File: src/rtl/axi_arb_pkg.sv
// Shared definitions for the two-master AXI4 RAM arbiter: FSM encodings and
// the grant-index width used by both the read and write sides.
package axi_arb_pkg;

    localparam int GNT_W = 1;

    typedef enum logic [1:0] {
        W_IDLE = 2'd0,
        W_ADDR = 2'd1,
        W_DATA = 2'd2,
        W_RESP = 2'd3
    } w_state_t;

    typedef enum logic [1:0] {
        R_IDLE = 2'd0,
        R_ADDR = 2'd1,
        R_DATA = 2'd2
    } r_state_t;

endpackage

File: src/rtl/axi_rr_arb2.sv
// Two-way round-robin pick: a lone requester wins outright; on contention the
// master that did not win last time is chosen. Purely combinational.
module axi_rr_arb2 import axi_arb_pkg::*; (
    input  logic [1:0]       req,
    input  logic [GNT_W-1:0] last_gnt,
    output logic [GNT_W-1:0] gnt
);

    always_comb begin
        if (req == 2'b11) begin
            gnt = ~last_gnt;
        end else begin
            gnt = req[1];
        end
    end

endmodule

File: src/rtl/axi_ram_arb2.sv
// Shares one AXI4 RAM slave between two masters. Read and write sides each run
// an independent FSM that holds its grant for a whole transaction.
module axi_ram_arb2 import axi_arb_pkg::*; #(
    parameter int DATA_WIDTH = 32,
    parameter int ADDR_WIDTH = 16,
    parameter int STRB_WIDTH = DATA_WIDTH/8,
    parameter int ID_WIDTH   = 8
) (
    input  logic                  clk,
    input  logic                  rst_n,
    // master 0
    input  logic [ID_WIDTH-1:0]   s0_axi_awid,
    input  logic [ADDR_WIDTH-1:0] s0_axi_awaddr,
    input  logic [7:0]            s0_axi_awlen,
    input  logic [2:0]            s0_axi_awsize,
    input  logic [1:0]            s0_axi_awburst,
    input  logic                  s0_axi_awlock,
    input  logic [3:0]            s0_axi_awcache,
    input  logic [2:0]            s0_axi_awprot,
    input  logic                  s0_axi_awvalid,
    output logic                  s0_axi_awready,
    input  logic [DATA_WIDTH-1:0] s0_axi_wdata,
    input  logic [STRB_WIDTH-1:0] s0_axi_wstrb,
    input  logic                  s0_axi_wlast,
    input  logic                  s0_axi_wvalid,
    output logic                  s0_axi_wready,
    output logic [ID_WIDTH-1:0]   s0_axi_bid,
    output logic [1:0]            s0_axi_bresp,
    output logic                  s0_axi_bvalid,
    input  logic                  s0_axi_bready,
    input  logic [ID_WIDTH-1:0]   s0_axi_arid,
    input  logic [ADDR_WIDTH-1:0] s0_axi_araddr,
    input  logic [7:0]            s0_axi_arlen,
    input  logic [2:0]            s0_axi_arsize,
    input  logic [1:0]            s0_axi_arburst,
    input  logic                  s0_axi_arlock,
    input  logic [3:0]            s0_axi_arcache,
    input  logic [2:0]            s0_axi_arprot,
    input  logic                  s0_axi_arvalid,
    output logic                  s0_axi_arready,
    output logic [ID_WIDTH-1:0]   s0_axi_rid,
    output logic [DATA_WIDTH-1:0] s0_axi_rdata,
    output logic [1:0]            s0_axi_rresp,
    output logic                  s0_axi_rlast,
    output logic                  s0_axi_rvalid,
    input  logic                  s0_axi_rready,
    // master 1
    input  logic [ID_WIDTH-1:0]   s1_axi_awid,
    input  logic [ADDR_WIDTH-1:0] s1_axi_awaddr,
    input  logic [7:0]            s1_axi_awlen,
    input  logic [2:0]            s1_axi_awsize,
    input  logic [1:0]            s1_axi_awburst,
    input  logic                  s1_axi_awlock,
    input  logic [3:0]            s1_axi_awcache,
    input  logic [2:0]            s1_axi_awprot,
    input  logic                  s1_axi_awvalid,
    output logic                  s1_axi_awready,
    input  logic [DATA_WIDTH-1:0] s1_axi_wdata,
    input  logic [STRB_WIDTH-1:0] s1_axi_wstrb,
    input  logic                  s1_axi_wlast,
    input  logic                  s1_axi_wvalid,
    output logic                  s1_axi_wready,
    output logic [ID_WIDTH-1:0]   s1_axi_bid,
    output logic [1:0]            s1_axi_bresp,
    output logic                  s1_axi_bvalid,
    input  logic                  s1_axi_bready,
    input  logic [ID_WIDTH-1:0]   s1_axi_arid,
    input  logic [ADDR_WIDTH-1:0] s1_axi_araddr,
    input  logic [7:0]            s1_axi_arlen,
    input  logic [2:0]            s1_axi_arsize,
    input  logic [1:0]            s1_axi_arburst,
    input  logic                  s1_axi_arlock,
    input  logic [3:0]            s1_axi_arcache,
    input  logic [2:0]            s1_axi_arprot,
    input  logic                  s1_axi_arvalid,
    output logic                  s1_axi_arready,
    output logic [ID_WIDTH-1:0]   s1_axi_rid,
    output logic [DATA_WIDTH-1:0] s1_axi_rdata,
    output logic [1:0]            s1_axi_rresp,
    output logic                  s1_axi_rlast,
    output logic                  s1_axi_rvalid,
    input  logic                  s1_axi_rready,
    // shared RAM slave
    output logic [ID_WIDTH-1:0]   m_axi_awid,
    output logic [ADDR_WIDTH-1:0] m_axi_awaddr,
    output logic [7:0]            m_axi_awlen,
    output logic [2:0]            m_axi_awsize,
    output logic [1:0]            m_axi_awburst,
    output logic                  m_axi_awlock,
    output logic [3:0]            m_axi_awcache,
    output logic [2:0]            m_axi_awprot,
    output logic                  m_axi_awvalid,
    input  logic                  m_axi_awready,
    output logic [DATA_WIDTH-1:0] m_axi_wdata,
    output logic [STRB_WIDTH-1:0] m_axi_wstrb,
    output logic                  m_axi_wlast,
    output logic                  m_axi_wvalid,
    input  logic                  m_axi_wready,
    input  logic [ID_WIDTH-1:0]   m_axi_bid,
    input  logic [1:0]            m_axi_bresp,
    input  logic                  m_axi_bvalid,
    output logic                  m_axi_bready,
    output logic [ID_WIDTH-1:0]   m_axi_arid,
    output logic [ADDR_WIDTH-1:0] m_axi_araddr,
    output logic [7:0]            m_axi_arlen,
    output logic [2:0]            m_axi_arsize,
    output logic [1:0]            m_axi_arburst,
    output logic                  m_axi_arlock,
    output logic [3:0]            m_axi_arcache,
    output logic [2:0]            m_axi_arprot,
    output logic                  m_axi_arvalid,
    input  logic                  m_axi_arready,
    input  logic [ID_WIDTH-1:0]   m_axi_rid,
    input  logic [DATA_WIDTH-1:0] m_axi_rdata,
    input  logic [1:0]            m_axi_rresp,
    input  logic                  m_axi_rlast,
    input  logic                  m_axi_rvalid,
    output logic                  m_axi_rready,
    // state observation
    output logic [1:0]            o_dbg_wstate,
    output logic [1:0]            o_dbg_rstate
);

    // Handshakes are standard AXI: a beat transfers on a rising edge where
    // valid and ready are both high; valid never waits on ready.
    w_state_t         r_wstate, w_wstate_nxt;
    r_state_t         r_rstate, w_rstate_nxt;
    logic [GNT_W-1:0] r_wgnt, w_wgnt_nxt, r_wlast_gnt, w_wlast_nxt, w_warb_gnt;
    logic [GNT_W-1:0] r_rgnt, w_rgnt_nxt, r_rlast_gnt, w_rlast_nxt, w_rarb_gnt;
    logic [1:0]       w_awreq, w_arreq;
    logic             w_aw_fwd, w_w_fwd, w_b_fwd, w_ar_fwd, w_r_fwd;
    logic             w_wsel, w_rsel;

    assign w_awreq  = {s1_axi_awvalid, s0_axi_awvalid};
    assign w_arreq  = {s1_axi_arvalid, s0_axi_arvalid};
    assign w_wsel   = r_wgnt[0];
    assign w_rsel   = r_rgnt[0];
    assign w_aw_fwd = (r_wstate == W_ADDR);
    assign w_w_fwd  = (r_wstate == W_DATA);
    assign w_b_fwd  = (r_wstate == W_RESP);
    assign w_ar_fwd = (r_rstate == R_ADDR);
    assign w_r_fwd  = (r_rstate == R_DATA);

    axi_rr_arb2 u_warb (.req(w_awreq), .last_gnt(r_wlast_gnt), .gnt(w_warb_gnt));
    axi_rr_arb2 u_rarb (.req(w_arreq), .last_gnt(r_rlast_gnt), .gnt(w_rarb_gnt));

    always_ff @(posedge clk or negedge rst_n) begin
        if (!rst_n) begin
            r_wstate    <= W_IDLE;
            r_wgnt      <= '0;
            r_wlast_gnt <= '1;
            r_rstate    <= R_IDLE;
            r_rgnt      <= '0;
            r_rlast_gnt <= '1;
        end else begin
            r_wstate    <= w_wstate_nxt;
            r_wgnt      <= w_wgnt_nxt;
            r_wlast_gnt <= w_wlast_nxt;
            r_rstate    <= w_rstate_nxt;
            r_rgnt      <= w_rgnt_nxt;
            r_rlast_gnt <= w_rlast_nxt;
        end
    end

    always_comb begin
        w_wstate_nxt = r_wstate;
        w_wgnt_nxt   = r_wgnt;
        w_wlast_nxt  = r_wlast_gnt;
        case (r_wstate)
            W_IDLE: if (|w_awreq) begin
                w_wstate_nxt = W_ADDR;
                w_wgnt_nxt   = w_warb_gnt;
            end
            W_ADDR: if (m_axi_awvalid && m_axi_awready) w_wstate_nxt = W_DATA;
            W_DATA: if (m_axi_wvalid && m_axi_wready && m_axi_wlast) w_wstate_nxt = W_RESP;
            W_RESP: if (m_axi_bvalid && m_axi_bready) begin
                w_wstate_nxt = W_IDLE;
                w_wlast_nxt  = r_wgnt;
            end
            default: w_wstate_nxt = W_IDLE;
        endcase
    end

    always_comb begin
        w_rstate_nxt = r_rstate;
        w_rgnt_nxt   = r_rgnt;
        w_rlast_nxt  = r_rlast_gnt;
        case (r_rstate)
            R_IDLE: if (|w_arreq) begin
                w_rstate_nxt = R_ADDR;
                w_rgnt_nxt   = w_rarb_gnt;
            end
            R_ADDR: if (m_axi_arvalid && m_axi_arready) w_rstate_nxt = R_DATA;
            R_DATA: if (m_axi_rvalid && m_axi_rready && m_axi_rlast) begin
                w_rstate_nxt = R_IDLE;
                w_rlast_nxt  = r_rgnt;
            end
            default: w_rstate_nxt = R_IDLE;
        endcase
    end

    // Forward paths are zeroed outside their phase so idle outputs are clean.
    assign m_axi_awid    = w_aw_fwd ? (w_wsel ? s1_axi_awid    : s0_axi_awid)    : '0;
    assign m_axi_awaddr  = w_aw_fwd ? (w_wsel ? s1_axi_awaddr  : s0_axi_awaddr)  : '0;
    assign m_axi_awlen   = w_aw_fwd ? (w_wsel ? s1_axi_awlen   : s0_axi_awlen)   : '0;
    assign m_axi_awsize  = w_aw_fwd ? (w_wsel ? s1_axi_awsize  : s0_axi_awsize)  : '0;
    assign m_axi_awburst = w_aw_fwd ? (w_wsel ? s1_axi_awburst : s0_axi_awburst) : '0;
    assign m_axi_awlock  = w_aw_fwd && (w_wsel ? s1_axi_awlock  : s0_axi_awlock);
    assign m_axi_awcache = w_aw_fwd ? (w_wsel ? s1_axi_awcache : s0_axi_awcache) : '0;
    assign m_axi_awprot  = w_aw_fwd ? (w_wsel ? s1_axi_awprot  : s0_axi_awprot)  : '0;
    assign m_axi_awvalid = w_aw_fwd && (w_wsel ? s1_axi_awvalid : s0_axi_awvalid);
    assign s0_axi_awready = w_aw_fwd && !w_wsel && m_axi_awready;
    assign s1_axi_awready = w_aw_fwd &&  w_wsel && m_axi_awready;

    assign m_axi_wdata   = w_w_fwd ? (w_wsel ? s1_axi_wdata : s0_axi_wdata) : '0;
    assign m_axi_wstrb   = w_w_fwd ? (w_wsel ? s1_axi_wstrb : s0_axi_wstrb) : '0;
    assign m_axi_wlast   = w_w_fwd && (w_wsel ? s1_axi_wlast  : s0_axi_wlast);
    assign m_axi_wvalid  = w_w_fwd && (w_wsel ? s1_axi_wvalid : s0_axi_wvalid);
    assign s0_axi_wready = w_w_fwd && !w_wsel && m_axi_wready;
    assign s1_axi_wready = w_w_fwd &&  w_wsel && m_axi_wready;

    assign s0_axi_bid    = (w_b_fwd && !w_wsel) ? m_axi_bid   : '0;
    assign s0_axi_bresp  = (w_b_fwd && !w_wsel) ? m_axi_bresp : '0;
    assign s0_axi_bvalid = w_b_fwd && !w_wsel && m_axi_bvalid;
    assign s1_axi_bid    = (w_b_fwd &&  w_wsel) ? m_axi_bid   : '0;
    assign s1_axi_bresp  = (w_b_fwd &&  w_wsel) ? m_axi_bresp : '0;
    assign s1_axi_bvalid = w_b_fwd &&  w_wsel && m_axi_bvalid;
    assign m_axi_bready  = w_b_fwd && (w_wsel ? s1_axi_bready : s0_axi_bready);

    assign m_axi_arid    = w_ar_fwd ? (w_rsel ? s1_axi_arid    : s0_axi_arid)    : '0;
    assign m_axi_araddr  = w_ar_fwd ? (w_rsel ? s1_axi_araddr  : s0_axi_araddr)  : '0;
    assign m_axi_arlen   = w_ar_fwd ? (w_rsel ? s1_axi_arlen   : s0_axi_arlen)   : '0;
    assign m_axi_arsize  = w_ar_fwd ? (w_rsel ? s1_axi_arsize  : s0_axi_arsize)  : '0;
    assign m_axi_arburst = w_ar_fwd ? (w_rsel ? s1_axi_arburst : s0_axi_arburst) : '0;
    assign m_axi_arlock  = w_ar_fwd && (w_rsel ? s1_axi_arlock  : s0_axi_arlock);
    assign m_axi_arcache = w_ar_fwd ? (w_rsel ? s1_axi_arcache : s0_axi_arcache) : '0;
    assign m_axi_arprot  = w_ar_fwd ? (w_rsel ? s1_axi_arprot  : s0_axi_arprot)  : '0;
    assign m_axi_arvalid = w_ar_fwd && (w_rsel ? s1_axi_arvalid : s0_axi_arvalid);
    assign s0_axi_arready = w_ar_fwd && !w_rsel && m_axi_arready;
    assign s1_axi_arready = w_ar_fwd &&  w_rsel && m_axi_arready;

    assign s0_axi_rid    = (w_r_fwd && !w_rsel) ? m_axi_rid   : '0;
    assign s0_axi_rdata  = (w_r_fwd && !w_rsel) ? m_axi_rdata : '0;
    assign s0_axi_rresp  = (w_r_fwd && !w_rsel) ? m_axi_rresp : '0;
    assign s0_axi_rlast  = w_r_fwd && !w_rsel && m_axi_rlast;
    assign s0_axi_rvalid = w_r_fwd && !w_rsel && m_axi_rvalid;
    assign s1_axi_rid    = (w_r_fwd &&  w_rsel) ? m_axi_rid   : '0;
    assign s1_axi_rdata  = (w_r_fwd &&  w_rsel) ? m_axi_rdata : '0;
    assign s1_axi_rresp  = (w_r_fwd &&  w_rsel) ? m_axi_rresp : '0;
    assign s1_axi_rlast  = w_r_fwd &&  w_rsel && m_axi_rlast;
    assign s1_axi_rvalid = w_r_fwd &&  w_rsel && m_axi_rvalid;
    assign m_axi_rready  = w_r_fwd && (w_rsel ? s1_axi_rready : s0_axi_rready);

    assign o_dbg_wstate = r_wstate;
    assign o_dbg_rstate = r_rstate;

endmodule

File: config.mk
export PLATFORM = sky130hd
export DESIGN_NAME = axi_ram_arb2
export DESIGN_NICKNAME = d
export VERILOG_FILES = /design/src/rtl/axi_arb_pkg.sv /design/src/rtl/axi_rr_arb2.sv /design/src/rtl/axi_ram_arb2.sv
export SDC_FILE = /design/constraint.sdc
export NUM_CORES = 1
export LEC_CHECK = 0
export BUFFER_PORTS_ARGS = -buffer_cell sky130_fd_sc_hd__buf_2
export CAP_MARGIN = 20
export CORE_AREA = 2 2 223 225
export CTS_CLUSTER_DIAMETER = 40
export DETAILED_ROUTE_END_ITERATION = 8
export DIE_AREA = 0 0 225 227
export PLACE_DENSITY = 0.39
export SETUP_SLACK_MARGIN = 0.1
export SLEW_MARGIN = 0
export SYNTH_ARGS = -nofsm -noshare
export SYNTH_HDL_FRONTEND = slang
export SYNTH_HIERARCHICAL = 1
export SYNTH_SLANG_ARGS = --single-unit
File: constraint.sdc
create_clock -name clk -period 2.1 [get_ports clk]
set_clock_uncertainty 0.2 [all_clocks]
set_input_delay 0.105 -clock clk [delete_from_list [all_inputs] [get_ports clk]]
set_output_delay 0.105 -clock clk [all_outputs]
set_load 0.005 [all_outputs]
* Word-level counts from Yosys, hierarchy flattened
Index checks and enable logic that the tools add are counted.
W data, S select, Z words.
** Storage, ports and cells
- Word-level logic and storage cells :: 132
- Input bits :: 324
- Output and inout bits :: 252
- Register bits :: 8
** Operators by class
- Bitwise operators :: 2
- Reductions and logical operators :: 49
- Eq/ne operators :: 14
- Mux-type cells :: 61
** Operators by type and width (number)
- $mux W32 :: 4
- $mux W8 :: 12
- $mux W16 :: 4
- $logic_and A1 B1 Y1 :: 37
- $mux W2 :: 15
- $mux W3 :: 8
- $mux W4 :: 6
- $eq A2 B2 Y1 const B :: 5
- $mux W1 :: 10
- $ne A2 B1 Y1 const B :: 5
- $pmux W2 S4 :: 1
- $reduce_and A2 Y1 :: 4
- $pmux W2 S3 :: 1
- $eq A2 B1 Y1 const B :: 2
- $logic_not A2 Y1 :: 2
- $ne A2 B2 Y1 const B :: 2
- $reduce_and A4 Y1 :: 1
- $reduce_or A2 Y1 :: 2
- $reduce_and A3 Y1 :: 1
- $logic_not A1 Y1 :: 2
- $not A1 Y1 :: 2

* Depth between registers and ports, before layout
- Word-level depth :: 6
- Gate-level depth with buffers :: 5
- Depth with buffers taken out :: 5

* Cells and area by module
The synthesis kept the hierarchy.
** Modules (own cells, without submodules)
- axi_ram_arb2 :: area an instance 3248.1 um^2, cells each 424, instances 1, sequential area each 202.7 um^2
- axi_rr_arb2 :: area an instance 11.3 um^2, cells each 1, instances 2, sequential area each 0.0 um^2

* Worst setup path after synthesis
No wires, ideal clock.
- Kind :: register to register
- Start :: reg r_wstate[0] (netlist: o_dbg_wstate[0])
- End :: reg r_wstate[1] (netlist: o_dbg_wstate[1])
- Path slack :: 0.281 ns
- Period minus slack after synthesis :: 1.819 ns
- Setup time :: 0.128 ns
- Data required time :: 1.772 ns
- Buffers on the path :: 0
- Data arrival time :: 1.492 ns
- Stages on the path, launching flop included :: 6
- Cell sequence :: dfrtp_1 inv_1 ha_1 a32o_2 a221oi_4 mux2_1
** On the way
- Cells in the longest elaborated chain, start to end :: 6
- Elaborated cells on any way between the ends :: 18
- Those cells by class :: eq/ne (7); mux (1); reduce/logical (10)
** RTL lines
- start, declared :: RTL line axi_ram_arb2.sv:126 : w_state_t r_wstate, w_wstate_nxt;
- start signal, assigned :: RTL line axi_ram_arb2.sv:156 : r_wstate <= w_wstate_nxt;
- $eq A2 B2 Y1 :: RTL line axi_ram_arb2.sv:139, axi_ram_arb2.sv:169
- $logic_and A1 B1 Y1 :: RTL line axi_ram_arb2.sv:218 : assign m_axi_wvalid = w_w_fwd && (w_wsel ? s1_axi_wvalid : s0_axi_wvalid);
- $logic_and A1 B1 Y1 (2 in a row) :: RTL line axi_ram_arb2.sv:175 : W_DATA: if (m_axi_wvalid && m_axi_wready && m_axi_wlast) w_wstate_nxt = W_RESP;
- $ne A2 B1 Y1 (no source line)
- $reduce_and A4 Y1 (no source line)
Several ways; a longest one is shown, not always the timed one.
A chain may end at the register's enable or synchronous reset.

* Final worst setup path
- Start :: reg r_wgnt
- End :: out m_axi_wstrb[0]
** On the way
- Cells in the longest elaborated chain, start to end :: 2
** RTL lines
- start, declared :: RTL line axi_ram_arb2.sv:128 : logic [GNT_W-1:0] r_wgnt, w_wgnt_nxt, r_wlast_gnt, w_wlast_nxt, w_warb_gnt;
- start signal, assigned :: RTL line axi_ram_arb2.sv:157 : r_wgnt <= w_wgnt_nxt;
- $mux W4 (2 in a row) :: RTL line axi_ram_arb2.sv:216 : assign m_axi_wstrb = w_w_fwd ? (w_wsel ? s1_axi_wstrb : s0_axi_wstrb) : '0;
- end, declared :: RTL line axi_ram_arb2.sv:95 : output logic [STRB_WIDTH-1:0] m_axi_wstrb,
No other way between the ends.

==> impl_metrics.toml <==
[worst_setup_path]
r2r_cells = 5
rr_endpoint = "o_dbg_wstate[1]"
worst_setup_path_end_kind = "primary output"
path_cells = "buf_16 > mux2i_4 > nor2b_1 > buf_2"
crit_cells = 4
cp-start-kind = "flip-flop"
cp_slowest_stage_delay_ns = 0.52
crit_fanout = 26
startpoint = "r_wgnt"
worstPathArrival_ns = 1.69
critical_path_class = "reg -> out"
critPathTopFamily = "flip-flops"
crit_end = "m_axi_wstrb[0]"
timing.critical_path.buf_inv = 2
crit_slowest_cell = "dfrtp_4"
r2r_start = "r_wgnt"
required_ns = 1.79
r2r_slack_ns = 0.14

[cells_and_area]
areaGrowthSynthToFinish_pct = 119
drive_gt1_share_pct = 62.9
final_cells = 1606
fin_nets = 1307
final_util_pct = 14.7

[drt]
wl_per_cell_microns = 19.3
viasPerCell = 3.45
vias = 5533
first_pass_iters = 4
drc_errors = 0
drt_iter0_drc = 121
antenna_left = 0
finalWirelength_microns = 31000

[logic_synthesis]
synth-edff-count = 0
synth-simple-area-share_pct = 42.5
yosys-top-cells-count = "101 x and2_1, 86 x mux2i_1, 86 x nor2b_1, 47 x a22o_1, 21 x buf_2"
ys_async_sr_fraction_pct = 100
synth.distinct_cells = 31
synth-compound-area-share_pct = 15.5
synthTopCellsByArea = "mux2i_1 26%, and2_1 19%, nor2b_1 16%"
synth_xor_area_share_pct = 0
yosysSeqAreaShare_pct = 6.20
synthAdderAreaFrac_pct = 1.53
synth_top_area_share_pct = 26.3
ys_ff_latch = 8
synthFlopType = "dfrtp_1"
syn_inst = 426
ys_warn_count = 6
syn_nets = 754
synth_area_sq_mm = 0.00327
yosysMostFrequentCell = "and2_1"
yosys.area.top_type = "mux2i_1"
synth_top_family_by_area = "simple AND/OR/NAND/NOR gates"
avgSynthCellArea_sq_um = 7.68
synthMuxAreaShare_pct = 28.0

[min_path]
hold_path_class = "in -> reg"

[floorplan]
start_util_pct = 6.74
die_x_microns = 225
row_count = 81
fp.dieArea_sq_mm = 0.0511
ioPinCount = 576
die_h_microns = 227
core-area_sq_mm = 0.0485

[timing]
worstMarginPinSlew_ns = 0.280
slew_viol_final = 0
min_period_ns = 1.99
final-hold-violation-count = 0
whs_ns = 0.0366
fmax_mhz = 501
relSlewSlack_pct = 80.8
rsz0062_at_grt = "yes"
setup-violations-final = 0
finalCritPeriodShare_pct = 95.0
setup_ws_ns = 0.105

[power]
power_density_mw_per_mm2 = 914
total_power_uw = 6530
leakage_uw = 0.00423
ir_drop_mv = 0.495

[global_routing]
grt.busiest_layer = "met2"
gr-usage-met3_pct = 1.68
gr-usage-all-layers_pct = 11.0
grt_pass1_wl_microns = 38600
use_met2_pct = 21.3
grt_use_met1_pct = 13.2
antenna_found_initial = 31
overflow = 0
grt_pass1_vias = 5066
grt_max_degree = 48

[placed_design]
place.gp.congestion = 0.774
port-buffer-count = 575
place_ws_ns = -0.00266
dp_cells = 1591
hpwlAfterDp_microns = 27900

[clocking]
clkTransAtPathRegs_ns = 0.04
cts_root_buffer = "clkbuf_16"
cts_buffer_depth = 2
numClockSinks = 8
numCtsBuffers = 3
clock_latency_ns = 0.24
htree_num_levels = 1
cts_tree = "done"

[run_status]
status = "complete, no violations"

[flow_run]
maxCapViolations = 0
-- layer usage --
metal,up-vias,routed length (microns)
met4,6,575
li1,2589,-
met5,-,41
met3,54,2080
met1,2488,12600
met2,396,15700
-- worst register-to-register path, cell delays in order, from the launching register on --
cell and delay (ns):
dfrtp_4 0.55, buf_4 0.17, mux2i_1 0.13, nand2b_4 0.16, a221oi_4 0.29, mux2_4 0.32
-- sequential cells by signal, summed over array words and instances, names as in the netlist --
name          count
o_dbg_wstate      2
r_wgnt            1
o_dbg_rstate      2
r_wlast_gnt       1
r_rlast_gnt       1
r_rgnt            1
-- cell type report --
cell class,instances,area [sq um]
clock buffers,4,78.8
diodes,6,15.0
flip-flops and latches,8,208
fillers,5613,41400
repair buffers,590,3120
well taps,622,778
multi-input cells,373,2940
inverters,3,11.3
-- worst min-delay path by stage --
stage,startpoint,end,slack [ns],cells past startpoint
detailed placement,rst_n,r_wgnt,-0.22,1
global route,s1_axi_arvalid,o_dbg_rstate[0],0.05,3
floorplan,rst_n,o_dbg_rstate[0],-0.39,0
global placement,rst_n,r_wgnt,-0.22,1
finish,m_axi_bvalid,r_wlast_gnt,0.04,3
CTS,s1_axi_arvalid,o_dbg_rstate[0],0.05,3
-- stage by stage --
stage / TNS (ns) / instance area (sq um)
finish: 0 / 7150
global route: 0 / 7130
CTS: 0 / 7130
detailed placement: -0.00266 / 6920
global placement: 0 / 6920
floorplan: 0 / 3270
-- cell families after synthesis --
family / Yosys count
AND/OR/NAND/NOR: 222
multiplexers: 91
AO/OA/AOI/OAI: 56
buffers and inverters: 45
flip-flops: 8
adder cells (fa/ha/maj): 4
-- power by group --
part,internal (uW),leakage [uW],switching (uW),total (uW)
Sequential,251,0.0000902,149,400
Combinational,2990,0.00410,2800,5800
Clock,254,0.0000382,83.3,337
Total,3500,0.00423,3030,6530
-- layout by cell type, fill, tap and decap left out, types with 3 or more instances in the layout --
cell / instances
buf_2: 575
and2_1: 101
nor2b_1: 85
mux2i_1: 83
a22o_1: 47
and3_1: 14
buf_12: 8
diode_2: 6
nor2_1: 5
nand2_1: 4
dfrtp_1: 4
buf_4: 4
inv_1: 3
mux2i_4: 3
mux2_2: 3
ha_1: 3
clkbuf_16: 3
-- timing repair --
action,4_1_cts,5_1_grt
gates cloned,1,0
endpoints found under the hold margin,10,0
setup endpoints to repair,19,62
buffers inserted,2,1
pin swaps,0,1
gates resized for setup,9,8
hold buffers,2,0
No activity file was read; power rests on OpenSTA's default activity.
